## src/rtl/regfile_arb_pkg.sv

```systemverilog
// Shared definitions for the regfile port arbiter: FSM encoding, requester IDs,
// statistics counter width.
package regfile_arb_pkg;

  typedef enum logic [1:0] {
    ARB   = 2'd0,
    LOCK0 = 2'd1,
    LOCK1 = 2'd2
  } arb_state_e;

  localparam logic REQ_CORE = 1'b0;
  localparam logic REQ_DBG  = 1'b1;

  localparam int STAT_W = 16;

endpackage

```

## src/rtl/regfile_arb_pick.sv

```systemverilog
// Two-way round-robin pick: a lone requester always wins; on a tie the
// requester named by rr_ptr wins.
module regfile_arb_pick
  import regfile_arb_pkg::*;
(
  input  logic valid0,
  input  logic valid1,
  input  logic rr_ptr,
  output logic gnt0,
  output logic gnt1
);

  assign gnt0 = valid0 & (~valid1 | (rr_ptr == REQ_CORE));
  assign gnt1 = valid1 & (~valid0 | (rr_ptr == REQ_DBG));

endmodule

```

## src/rtl/regfile_port_arbiter.sv

```systemverilog
// Arbitrates the core and debug requesters onto one regfile port set with
// round-robin plus bounded burst lock. Optional stats: REGFILE_ARB_STATS_EN.
module regfile_port_arbiter
  import regfile_arb_pkg::*;
#(
  parameter int WIDTH    = 16,
  parameter int REG_BITS = 5,
  parameter int MAX_LOCK = 8
) (
  input  logic                clk,
  input  logic                reset,
  input  logic                req0_valid,
  output logic                req0_ready,
  input  logic                req0_write,
  input  logic                req0_lock,
  input  logic [REG_BITS-1:0] req0_a_idx,
  input  logic [REG_BITS-1:0] req0_b_idx,
  input  logic [WIDTH-1:0]    req0_wdata,
  input  logic                req1_valid,
  output logic                req1_ready,
  input  logic                req1_write,
  input  logic                req1_lock,
  input  logic [REG_BITS-1:0] req1_a_idx,
  input  logic [REG_BITS-1:0] req1_b_idx,
  input  logic [WIDTH-1:0]    req1_wdata,
  output logic                rsp0_valid,
  output logic                rsp1_valid,
  output logic [WIDTH-1:0]    rsp_a_data,
  output logic [WIDTH-1:0]    rsp_b_data,
  output logic                rf_reg_write,
  output logic [REG_BITS-1:0] rf_a_idx,
  output logic [REG_BITS-1:0] rf_b_idx,
  output logic [WIDTH-1:0]    rf_wdata,
  input  logic [WIDTH-1:0]    rf_a_data,
  input  logic [WIDTH-1:0]    rf_b_data
`ifdef REGFILE_ARB_STATS_EN
  ,
  output logic [STAT_W-1:0]   stat_grant0,
  output logic [STAT_W-1:0]   stat_grant1,
  output logic [STAT_W-1:0]   stat_conflict
`endif
);

  localparam int CNT_W = $clog2(MAX_LOCK + 1);
  localparam logic [CNT_W-1:0] CNT_MAX = CNT_W'(MAX_LOCK);

  function automatic logic [CNT_W-1:0] lock_sat_inc(input logic [CNT_W-1:0] c);
    return (c == CNT_MAX) ? CNT_MAX : c + CNT_W'(1);
  endfunction

  arb_state_e       state, state_nx;
  logic             rr_ptr, rr_nx;
  logic [CNT_W-1:0] lock_cnt, cnt_nx;
  logic             gnt0, gnt1, pick_g0, pick_g1;
  logic             acc0, acc1;

  regfile_arb_pick u_pick (
    .valid0 (req0_valid),
    .valid1 (req1_valid),
    .rr_ptr (rr_ptr),
    .gnt0   (pick_g0),
    .gnt1   (pick_g1)
  );

  // Grant / next-state; reset holds every grant low so nothing reaches the regfile
  always_comb begin
    gnt0     = 1'b0;
    gnt1     = 1'b0;
    state_nx = state;
    rr_nx    = rr_ptr;
    cnt_nx   = lock_cnt;
    if (!reset) begin
      case (state)
        ARB: begin
          gnt0 = pick_g0;
          gnt1 = pick_g1;
          if (req0_valid & req1_valid) rr_nx = ~rr_ptr;
          if (pick_g0 & req0_lock) begin
            state_nx = LOCK0;
            cnt_nx   = CNT_W'(1);
          end else if (pick_g1 & req1_lock) begin
            state_nx = LOCK1;
            cnt_nx   = CNT_W'(1);
          end
        end
        LOCK0: begin
          // Forced release: the waiting side takes this very cycle
          if ((lock_cnt == CNT_MAX) && req1_valid) begin
            gnt1     = 1'b1;
            rr_nx    = REQ_CORE;
            state_nx = req1_lock ? LOCK1 : ARB;
            if (req1_lock) cnt_nx = CNT_W'(1);
          end else begin
            gnt0 = 1'b1;
            if (req0_valid) begin
              if (req0_lock) cnt_nx = lock_sat_inc(lock_cnt);
              else           state_nx = ARB;
            end else if (!req0_lock) begin
              state_nx = ARB;
            end
          end
        end
        LOCK1: begin
          if ((lock_cnt == CNT_MAX) && req0_valid) begin
            gnt0     = 1'b1;
            rr_nx    = REQ_DBG;
            state_nx = req0_lock ? LOCK0 : ARB;
            if (req0_lock) cnt_nx = CNT_W'(1);
          end else begin
            gnt1 = 1'b1;
            if (req1_valid) begin
              if (req1_lock) cnt_nx = lock_sat_inc(lock_cnt);
              else           state_nx = ARB;
            end else if (!req1_lock) begin
              state_nx = ARB;
            end
          end
        end
        default: state_nx = ARB;
      endcase
    end
  end

  assign acc0       = req0_valid & gnt0;
  assign acc1       = req1_valid & gnt1;
  assign req0_ready = acc0;
  assign req1_ready = acc1;

  // Regfile port mux; r0 writes are acknowledged but never enabled
  always_comb begin
    rf_reg_write = 1'b0;
    rf_a_idx     = '0;
    rf_b_idx     = '0;
    rf_wdata     = '0;
    if (acc0) begin
      rf_reg_write = req0_write & (req0_a_idx != '0);
      rf_a_idx     = req0_a_idx;
      rf_b_idx     = req0_b_idx;
      rf_wdata     = req0_wdata;
    end else if (acc1) begin
      rf_reg_write = req1_write & (req1_a_idx != '0);
      rf_a_idx     = req1_a_idx;
      rf_b_idx     = req1_b_idx;
      rf_wdata     = req1_wdata;
    end
  end

  always_ff @(posedge clk or posedge reset) begin
    if (reset) begin
      state    <= ARB;
      rr_ptr   <= REQ_CORE;
      lock_cnt <= '0;
    end else begin
      state    <= state_nx;
      rr_ptr   <= rr_nx;
      lock_cnt <= cnt_nx;
    end
  end

  // Response stage: read data sampled at the accept edge (pre-write value)
  always_ff @(posedge clk or posedge reset) begin
    if (reset) begin
      rsp0_valid <= 1'b0;
      rsp1_valid <= 1'b0;
      rsp_a_data <= '0;
      rsp_b_data <= '0;
    end else begin
      rsp0_valid <= acc0;
      rsp1_valid <= acc1;
      if (acc0 | acc1) begin
        rsp_a_data <= rf_a_data;
        rsp_b_data <= rf_b_data;
      end
    end
  end

`ifdef REGFILE_ARB_STATS_EN
  function automatic logic [STAT_W-1:0] stat_sat_inc(input logic [STAT_W-1:0] c);
    return (&c) ? c : c + STAT_W'(1);
  endfunction

  always_ff @(posedge clk or posedge reset) begin
    if (reset) begin
      stat_grant0   <= '0;
      stat_grant1   <= '0;
      stat_conflict <= '0;
    end else begin
      if (acc0) stat_grant0 <= stat_grant0 + STAT_W'(1);
      if (acc1) stat_grant1 <= stat_grant1 + STAT_W'(1);
      if (req0_valid & req1_valid & ~(acc0 & acc1))
        stat_conflict <= stat_sat_inc(stat_conflict);
    end
  end
`endif

endmodule

```

## config.mk

```make
export PLATFORM = sky130hd
export DESIGN_NAME = regfile_port_arbiter
export DESIGN_NICKNAME = d
export VERILOG_FILES = /design/src/rtl/regfile_arb_pkg.sv /design/src/rtl/regfile_arb_pick.sv /design/src/rtl/regfile_port_arbiter.sv
export SDC_FILE = /design/constraint.sdc
export NUM_CORES = 1
export LEC_CHECK = 0
export CAP_MARGIN = 10
export CELL_PAD_IN_SITES_DETAIL_PLACEMENT = 0
export CELL_PAD_IN_SITES_GLOBAL_PLACEMENT = 1
export CORE_MARGIN = 2
export CORE_UTILIZATION = 27
export DETAILED_ROUTE_END_ITERATION = 12
export HOLD_SLACK_MARGIN = 0.06
export PLACE_DENSITY_LB_ADDON = 0.25
export SKIP_CTS_REPAIR_TIMING = 1
export SKIP_LAST_GASP = 1
export SLEW_MARGIN = 30
export SYNTH_ARGS = -nofsm -noshare
export SYNTH_HDL_FRONTEND = slang
export SYNTH_SLANG_ARGS = --single-unit
```

## constraint.sdc

```tcl
create_clock -name clk -period 2.69 [get_ports clk]
set_clock_uncertainty 0.1 [all_clocks]
set_input_delay 0.4035 -clock clk [delete_from_list [all_inputs] [get_ports clk]]
set_output_delay 0.4035 -clock clk [all_outputs]
set_load 0.01 [all_outputs]
```

==> metrics.yaml, run 1 <==
outcome: "finished with violations"
violations: "negative setup slack"
die_w_um: 99.0
die_area_sq_um: 9800
crit_path_frequent_cell: "buf_4"
cts_tree: "built"
rsz0062_at_grt: "true"
finish.utilization_pct: 50.7
port_buffers: 154
ys_seq_elements: 41
antenna_found_initial: 0
die-height_um: 99.0
peakVddDrop_v: 0.000278
grt_pass1_vias: 2418
slew_viol_final: 0
grt_max_degree: 42
startpoint_type: "flip-flop"
power_frac_seq_pct: 25.6
gp_congestion: 0.838
root_buffer: "clkbuf_8"
track_usage_pct: 15.3
synth_cell_types: 45
end_kind: "output port"
yosys.area.top_type: "dfrtp_1"
synth_area_leaders: "dfrtp_1, mux2_4, a22o_1"
critPathLaunch: "state[0]"
path_cells: "buf_4 > ha_1 > nor2_1 > buf_4 > o311a_4 > buf_4 > clkdlybuf4s50_1"
num-fill-cells: 813
ant_nets: 0
syn_area_sq_um: 2440
nets: 484
critPathSlowestCell: "clkdlybuf4s50_1"
p_int_mw: 2.81
cts-buffers-inserted: 5
multiInputGateArea_sq_um: 1270
power_frac_comb_pct: 61.9
syn2layout_area_growth_pct: 81.4
diodes: 0
post-route-drc-count: 0
clock_latency_ns: 0.29
ys_seq_area_share_pct: 42.1
max_stage_delay_ns: 0.56
syn_inst: 192
layout_setup_ws_ns: -0.134
total_power_mw: 4.16
wl_per_cell_um: 15.7
hold_viol: 0
grt_pass1_wl_mm: 12.0
cp.required_ns: 2.19
yosysTopAreaCellShare_pct: 42.1
place.detailed.hpwl_mm: 5.87
wl_mm: 7.76
synth_nets: 290
path_class: "flip-flop to output port"
num_rows: 34
cts_buffer_depth: 2
swShare_pct: 32.4
hold_path.class: "flip-flop to flip-flop"
clockPowerShare_pct: 12.5
pwr_density_cell_nw_per_um2: 941
ys_warn_count: 0
relSlewSlack_pct: 64.1
avgSynthCellArea_sq_um: 12.7
tightestPinTransition_ns: 0.538
cap_violations: 0
drtPass1Iterations: 4
p_sw_mw: 1.35
leakagePower_nw: 2.08
fin_crit_sh_pct: 105
clock-sinks: 41
seqCellArea_sq_um: 1030
setup_viol: 27
h-tree-depth: 2
cp_max_fo: 10
rr_startpoint: "lock_cnt[1]"
hold_slack_ns: 0.409
grt-ovfl-total: 0
cp_data_arrival_time_ns: 2.32
min_period_ns: 2.82
initialDrtViolationCount: 100
vias: 2313
hp-start: "rsp_a_data[4]"
vias_per_cell: 4.67
initial_core_util_pct: 27.9
core_area_sq_um: 8720
io-pin-count: 155
path_clk_slew_ns: 0.08
drive_gt1_share_pct: 32.8
max_clock_freq_mhz: 354
-- cell usage in the layout, fill, tap and decap left out, types with 2 or more instances in the layout --
cell,count
inv_2,3
clkbuf_8,6
nand4b_1,2
nand2b_1,2
buf_6,4
buf_12,3
a22o_1,26
nor2_1,5
clkbuf_16,2
nor3_1,2
buf_4,37
mux2_4,30
o211ai_1,3
o21ai_0,3
nand2_1,16
mux2i_1,2
a21oi_1,2
ha_1,5
clkdlybuf4s50_1,126
a21o_1,2
nand3_1,2
inv_1,3
clkbuf_2,2
mux2_2,5
buf_2,25
dfrtp_1,41
or4_1,2
-- cells in the mapped netlist (all sizes together) --
library cell,n
a21oi,2
o311a,1
a31oi,2
and3,1
dfrtp,41
nand2,16
o221ai,1
a21boi,1
o41a,1
o22a,1
nand2b,2
a22o,26
o311ai,1
xnor2,1
o211ai,3
nor4b,1
mux2i,2
and3b,1
nand4b,2
buf,10
nor2b,2
o2111ai,1
a21o,2
a211o,1
or4,2
clkbuf,3
mux2,35
nor3,2
nand4,1
and2,2
inv,6
nand3,2
nor2,6
nor3b,1
ha,6
o21ai,3
a22oi,1
-- layout make-up --
type                            instances  share of cell area (%)
Clock buffer                            6                    1.87
Sequential cell                        41                    23.2
Timing Repair Buffer                  200                    41.7
Multi-Input combinational cell        132                    28.8
Clock inverter                          2                   0.849
Inverter                                6                   0.510
Tap cell                              108                    3.06
-- power by group through the flow --
stage          combinational, mW  sequential, mW  clock (mW)
4_1_cts                     2.57            1.07       0.545
5_1_grt                     2.78            1.11       0.564
6_report                    2.57            1.07       0.519
3_5_place_dp                2.55            1.08           0
2_1_floorplan               1.20            1.20           0
3_3_place_gp                2.55            1.06           0
-- routing by layer --
metal	global-route usage, %	wire length (um)	vias to the layer above
met5	0	0	-
met4	4.11	125	0
met1	18.4	3120	1064
met2	26.6	3830	134
li1	-	-	1106
met3	4.47	681	9
-- stage by stage --
step | setup WS, ns | area (sq um) | cells | setup TNS [ns]
floorplan | 0.230 | 2440 | 192 | 0
global placement | -0.311 | 4300 | 478 | -7.96
detailed placement | -0.353 | 4300 | 478 | -8.87
CTS | -0.593 | 4420 | 486 | -15.80
global route | -0.254 | 4420 | 495 | -6.37
finish | -0.134 | 4420 | 495 | -2.97
-- sequential cells by signal (all words and copies together), names as in the netlist --
register	flops
state	2
rsp_b_data	16
lock_cnt	4
rsp1_valid	1
rsp0_valid	1
rr_ptr	1
rsp_a_data	16
-- path summary, 6_finish.rpt --
check                           endpoint  slack, ns  depth (start not counted)
max                           req0_ready      -0.13                          7
min reg2reg                rsp_a_data[4]       0.41                          1
max in group asynchronous  rsp_b_data[5]       1.50                          4
min in group asynchronous       state[1]       0.63                          4
max reg2reg                rsp_a_data[7]       0.27                          9
min                        rsp_a_data[4]       0.41                          1
-- critical path: cells and delay by family (launching register included) --
kind | cells | cell delay, ns
AOI/OAI and AO/OA | 1 | 0.21
adders and majority gates | 1 | 0.20
buffers and inverters | 4 | 1.04
DFF | 1 | 0.41
and+or+nand+nor | 1 | 0.16
-- kinds of logic (layout without fill, tap and decap cells) --
kind of cell               count (synthesis)  after routing  synth area share [%]
AOI/OAI and AO/OA                         47             47                  16.9
xor gates and xnor gates                   1              1                 0.360
DFF                                       41             41                  42.1
muxes                                     37             37                  21.6
adders and majority gates                  6              6                  3.08
and+or+nand+nor                           41             41                  9.40
buffers and inverters                     19            214                  6.47
(Power assumes the default switching activity.)
==> inputs of run 2 (changes only) <==
CELL_PAD_IN_SITES_DETAIL_PLACEMENT = default   (was 0)
CELL_PAD_IN_SITES_GLOBAL_PLACEMENT = default   (was 1)
CORE_UTILIZATION = 35   (was 27)
==> run 2 against run 1 <==
Compared with the run above: the run still ends with negative setup slack left; via count increased by 0.91%; clock power increased by 18%; critical path depth increased by 4; first-iteration DRC count decreased by 46%; sequential share of layout area decreased by 0.11 points; total power increased by 3.6%; flip-flop and latch count unchanged; largest cell class unchanged.
==> metrics.yaml, run 2 (same netlist as run 1, synthesis figures left out) <==
fin_crit_sh_pct: 112
layout_commonest_cell: "clkdlybuf4s50_1"
antenna_found_initial: 0
swShare_pct: 32.4
min_period_ns: 3.03
power_frac_comb_pct: 60.9
clockPowerShare_pct: 14.2
max_stage_delay_ns: 0.39
stdcell_count: 463
grt_max_degree: 42
core_area_sq_um: 6760
rsz0062_at_grt: "true"
clock-sinks: 41
cp.required_ns: 2.19
place.detailed.hpwl_mm: 5.76
layout_common_cells: "clkdlybuf4s50_1, dfrtp_1, mux2_4, buf_4, a22o_1"
vias_per_cell: 5.04
pwr_density_cell_nw_per_um2: 971
max_clock_freq_mhz: 330
cts_buffer_depth: 2
dpl_cell_area_sq_um: 4230
power_frac_seq_pct: 25.0
p_sw_mw: 1.40
crit_path_frequent_cell: "buf_6"
diodes: 0
end_kind: "output port"
layout_setup_ws_ns: -0.336
root_buffer: "clkbuf_8"
path_class: "flip-flop to output port"
h-tree-depth: 2
slew_viol_final: 0
grt_pass1_wl_mm: 11.1
violations: "negative setup slack"
largestRegisters: "rsp_a_data (16), rsp_b_data (16), lock_cnt (4)"
dp_cells: 446
cp_max_fo: 5
initialDrtViolationCount: 54
cap_violations: 0
post-route-drc-count: 0
die-height_um: 87.4
track_usage_pct: 18.9
io-pin-count: 155
cts-buffers-inserted: 5
dp_slack_ns: -0.443
cts_tree: "built"
nets: 480
hold_slack_ns: 0.413
gp_congestion: 0.919
path_clk_slew_ns: 0.08
hold_path.class: "flip-flop to flip-flop"
p_int_mw: 2.91
vias: 2334
cp_data_arrival_time_ns: 2.52
grt-ovfl-total: 0
initial_core_util_pct: 36.1
critPathSlowestCell: "o311a_4"
drive_gt1_share_pct: 31.6
grt_pass1_vias: 2328
num-fill-cells: 523
clock_latency_ns: 0.30
leakagePower_nw: 2.12
port_buffers: 154
num_rows: 30
wl_per_cell_um: 16.7
tightestPinTransition_ns: 0.538
peakVddDrop_v: 0.000329
die_w_um: 87.4
wl_mm: 7.76
die_area_sq_um: 7640
outcome: "finished with violations"
final_area_sq_um: 4440
syn2layout_area_growth_pct: 82.3
total_power_mw: 4.31
hold_viol: 0
path_cells: "inv_1 > ha_2 > and3b_2 > and2_4 > o311a_4 > nor2b_4 > buf_6 > clkbuf_16 > buf_6 > a22o_1 > buf_2"
relSlewSlack_pct: 64.1
ant_nets: 0
startpoint_type: "flip-flop"
drtPass1Iterations: 4
setup_viol: 36
==> run 2: per-layer routing <==
metal,part of all wire [%],vias to the layer above,GRT usage (%),wire length [um]
met2,54,126,34.1,4150
met1,37,1102,20.9,2860
met4,1.4,0,6.43,112
met5,0,-,0,0
li1,-,1099,-,-
met3,8.2,7,5.59,633
==> run 2: area by class of cell <==
type,instances,area [sq um],area share (%)
clock inverters,3,68.8,1.55
repair buffers,196,1890,42.5
multi-input cells,132,1270,28.5
inverters,6,22.5,0.507
flip-flops and latches,41,1030,23.1
well taps,80,100,2.25
clock buffers,5,68.8,1.55
==> run 2: path summary, 6_finish.rpt <==
check                              start       endpoint  slack (ns)  cells after the start
setup / recovery             lock_cnt[1]    rf_wdata[8]       -0.34                     11
hold / removal             rsp_b_data[6]  rsp_b_data[6]        0.41                      1
setup reg to reg             lock_cnt[1]  rsp_b_data[3]       -0.01                     10
hold reg to reg            rsp_b_data[6]  rsp_b_data[6]        0.41                      1
max in group asynchronous          reset    lock_cnt[1]        1.61                      3
min in group asynchronous          reset       state[0]        0.50                      3
==> run 2: worst max-delay path: cells and delay by family (launching register included) <==
| kind | cells | cell delay (ns) |
|---|---|---|
| AO/OA/AOI/OAI | 2 | 0.55 |
| buffers and inverters | 5 | 0.55 |
| adder cells (fa/ha/maj) | 1 | 0.19 |
| AND/OR/NAND/NOR | 3 | 0.59 |
| flip-flops | 1 | 0.35 |
==> run 2: per-stage QoR <==
step	setup TNS, ns	utilization (%)
global placement	-11.73	62.6
finish	-4.75	65.7
floorplan	0	-
detailed placement	-12.39	62.6
CTS	-19.45	64.6
global route	-9.18	65.7
==> run 2: power by group through the flow <==
| stage | logic (mW) | registers (mW) | clock network [mW] |
|---|---|---|---|
| floorplan | 1.20 | 1.20 | 0 |
| global placement | 2.48 | 1.07 | 0 |
| detailed placement | 2.50 | 1.08 | 0 |
| CTS | 2.52 | 1.08 | 0.630 |
| global route | 2.80 | 1.11 | 0.649 |
| finish | 2.62 | 1.08 | 0.610 |
==> inputs of run 3 (changes only) <==
REMOVE_ABC_BUFFERS = 1   (was default)
==> run 3 against run 2 <==
Compared with the run above: the run still ends with negative setup slack left; via count down 3.6%; die area unchanged; sequential power is essentially flat; first-iteration DRC count increased by 31%; total power is 3.2% lower; combinational power fell by 2%; non-clock buffer count shrank 1; global-route usage decreased by 0.58 points; utilization fell by 0.70 points; largest power group unchanged; wire length shrank 2.4%; register-to-register slack better by 0.04 ns.
==> metrics.yaml, run 3 (same netlist as run 1, synthesis figures left out) <==
layout_commonest_cell: "clkdlybuf4s50_1"
ff2ff_path_depth: 10
wl_per_cell_um: 16.4
h-tree-depth: 2
path_class: "flip-flop to output port"
diodes: 0
rsz0062_at_grt: "true"
drtPass1Iterations: 4
final_area_sq_um: 4390
slew_viol_final: 0
vias: 2250
grt_pass1_wl_mm: 11.0
path_clk_slew_ns: 0.09
post-route-drc-count: 0
seqCellArea_sq_um: 1030
cp_top_family: "simple AND/OR/NAND/NOR gates"
dpl_cell_area_sq_um: 4230
grt-ovfl-total: 0
max_clock_freq_mhz: 341
end_kind: "output port"
peakVddDrop_v: 0.000625
cts_buffer_depth: 2
fin_setup_tns_ns: -4.48
place.detailed.hpwl_mm: 5.60
path_depth: 10
core_area_sq_um: 6760
drive_gt1_share_pct: 31.2
die_area_sq_um: 7640
max_stage_delay_ns: 0.39
root_buffer: "clkbuf_8"
worst-path-buf-inv: 4
antenna_found_initial: 0
hold_viol: 0
nets: 479
num-fill-cells: 560
gp_congestion: 0.831
critPathSlowestCell: "o311a_4"
stdcell_count: 462
initialDrtViolationCount: 71
clock_latency_ns: 0.30
total_power_mw: 4.17
cts_tree: "built"
tightestPinTransition_ns: 0.517
outcome: "finished with violations"
cts-buffers-inserted: 5
vias_per_cell: 4.87
multiInputGateArea_sq_um: 1280
hold_slack_ns: 0.413
grt_max_degree: 42
relSlewSlack_pct: 65.5
dp_slack_ns: -0.405
num_rows: 30
layout_setup_ws_ns: -0.240
cp.required_ns: 2.19
port_buffers: 154
wl_mm: 7.57
hold_path.class: "flip-flop to flip-flop"
finish.utilization_pct: 65.0
die-height_um: 87.4
min_period_ns: 2.93
dp_cells: 446
grt_pass1_vias: 2193
layout_common_cells: "clkdlybuf4s50_1, dfrtp_1, buf_4, mux2_4, a22o_1"
setup_viol: 28
fin_crit_sh_pct: 109
leakagePower_nw: 2.11
cp_max_fo: 7
syn2layout_area_growth_pct: 80.3
track_usage_pct: 18.3
die_w_um: 87.4
cap_violations: 0
largestRegisters: "rsp_a_data (16), rsp_b_data (16), lock_cnt (4)"
startpoint_type: "flip-flop"
path_cells: "inv_2 > ha_4 > and3b_2 > and2_4 > o311a_4 > nor2b_4 > clkbuf_16 > buf_8 > a22o_1 > buf_2"
initial_core_util_pct: 36.1
cp_data_arrival_time_ns: 2.43
clock-sinks: 41
r2r_slack_ns: 0.03
ant_nets: 0
violations: "negative setup slack"
io-pin-count: 155
holdPathStages: 1
pwr_density_cell_nw_per_um2: 949
## run 3: cell type report
class                   count  share of cell area, %
flip-flops and latches     41                   23.4
repair buffers            195                   42.1
well taps                  80                   2.28
inverters                   6                  0.513
multi-input cells         132                   29.2
clock buffers               5                   1.57
clock inverters             3                   1.05
## run 3: layer usage
| layer | wire length, um | track usage (%) | part of all wire, % | vias up |
|---|---|---|---|---|
| met1 | 3170 | 24.6 | 42 | 1064 |
| met4 | 109 | 4.06 | 1.4 | 0 |
| li1 | - | - | - | 1093 |
| met3 | 548 | 6.73 | 7.2 | 12 |
| met2 | 3740 | 28.1 | 49 | 81 |
| met5 | 0 | 0 | 0 | - |
## run 3: power breakdown
group          leakage, nW  total [mW]  switching [mW]  internal (mW)
clock network       0.0543       0.501           0.223          0.278
logic                 1.56        2.57           0.977           1.60
registers            0.494        1.09           0.182          0.913
## run 3: worst paths after layout
check | start | end
worst min register to register | rsp_a_data[1] | rsp_a_data[1]
worst max-delay path | lock_cnt[0] | rf_wdata[8]
worst max register to register | lock_cnt[0] | rsp_b_data[8]
min in group asynchronous | reset | rsp_b_data[14]
max in group asynchronous | reset | rsp_b_data[13]
worst min-delay path | rsp_a_data[1] | rsp_a_data[1]
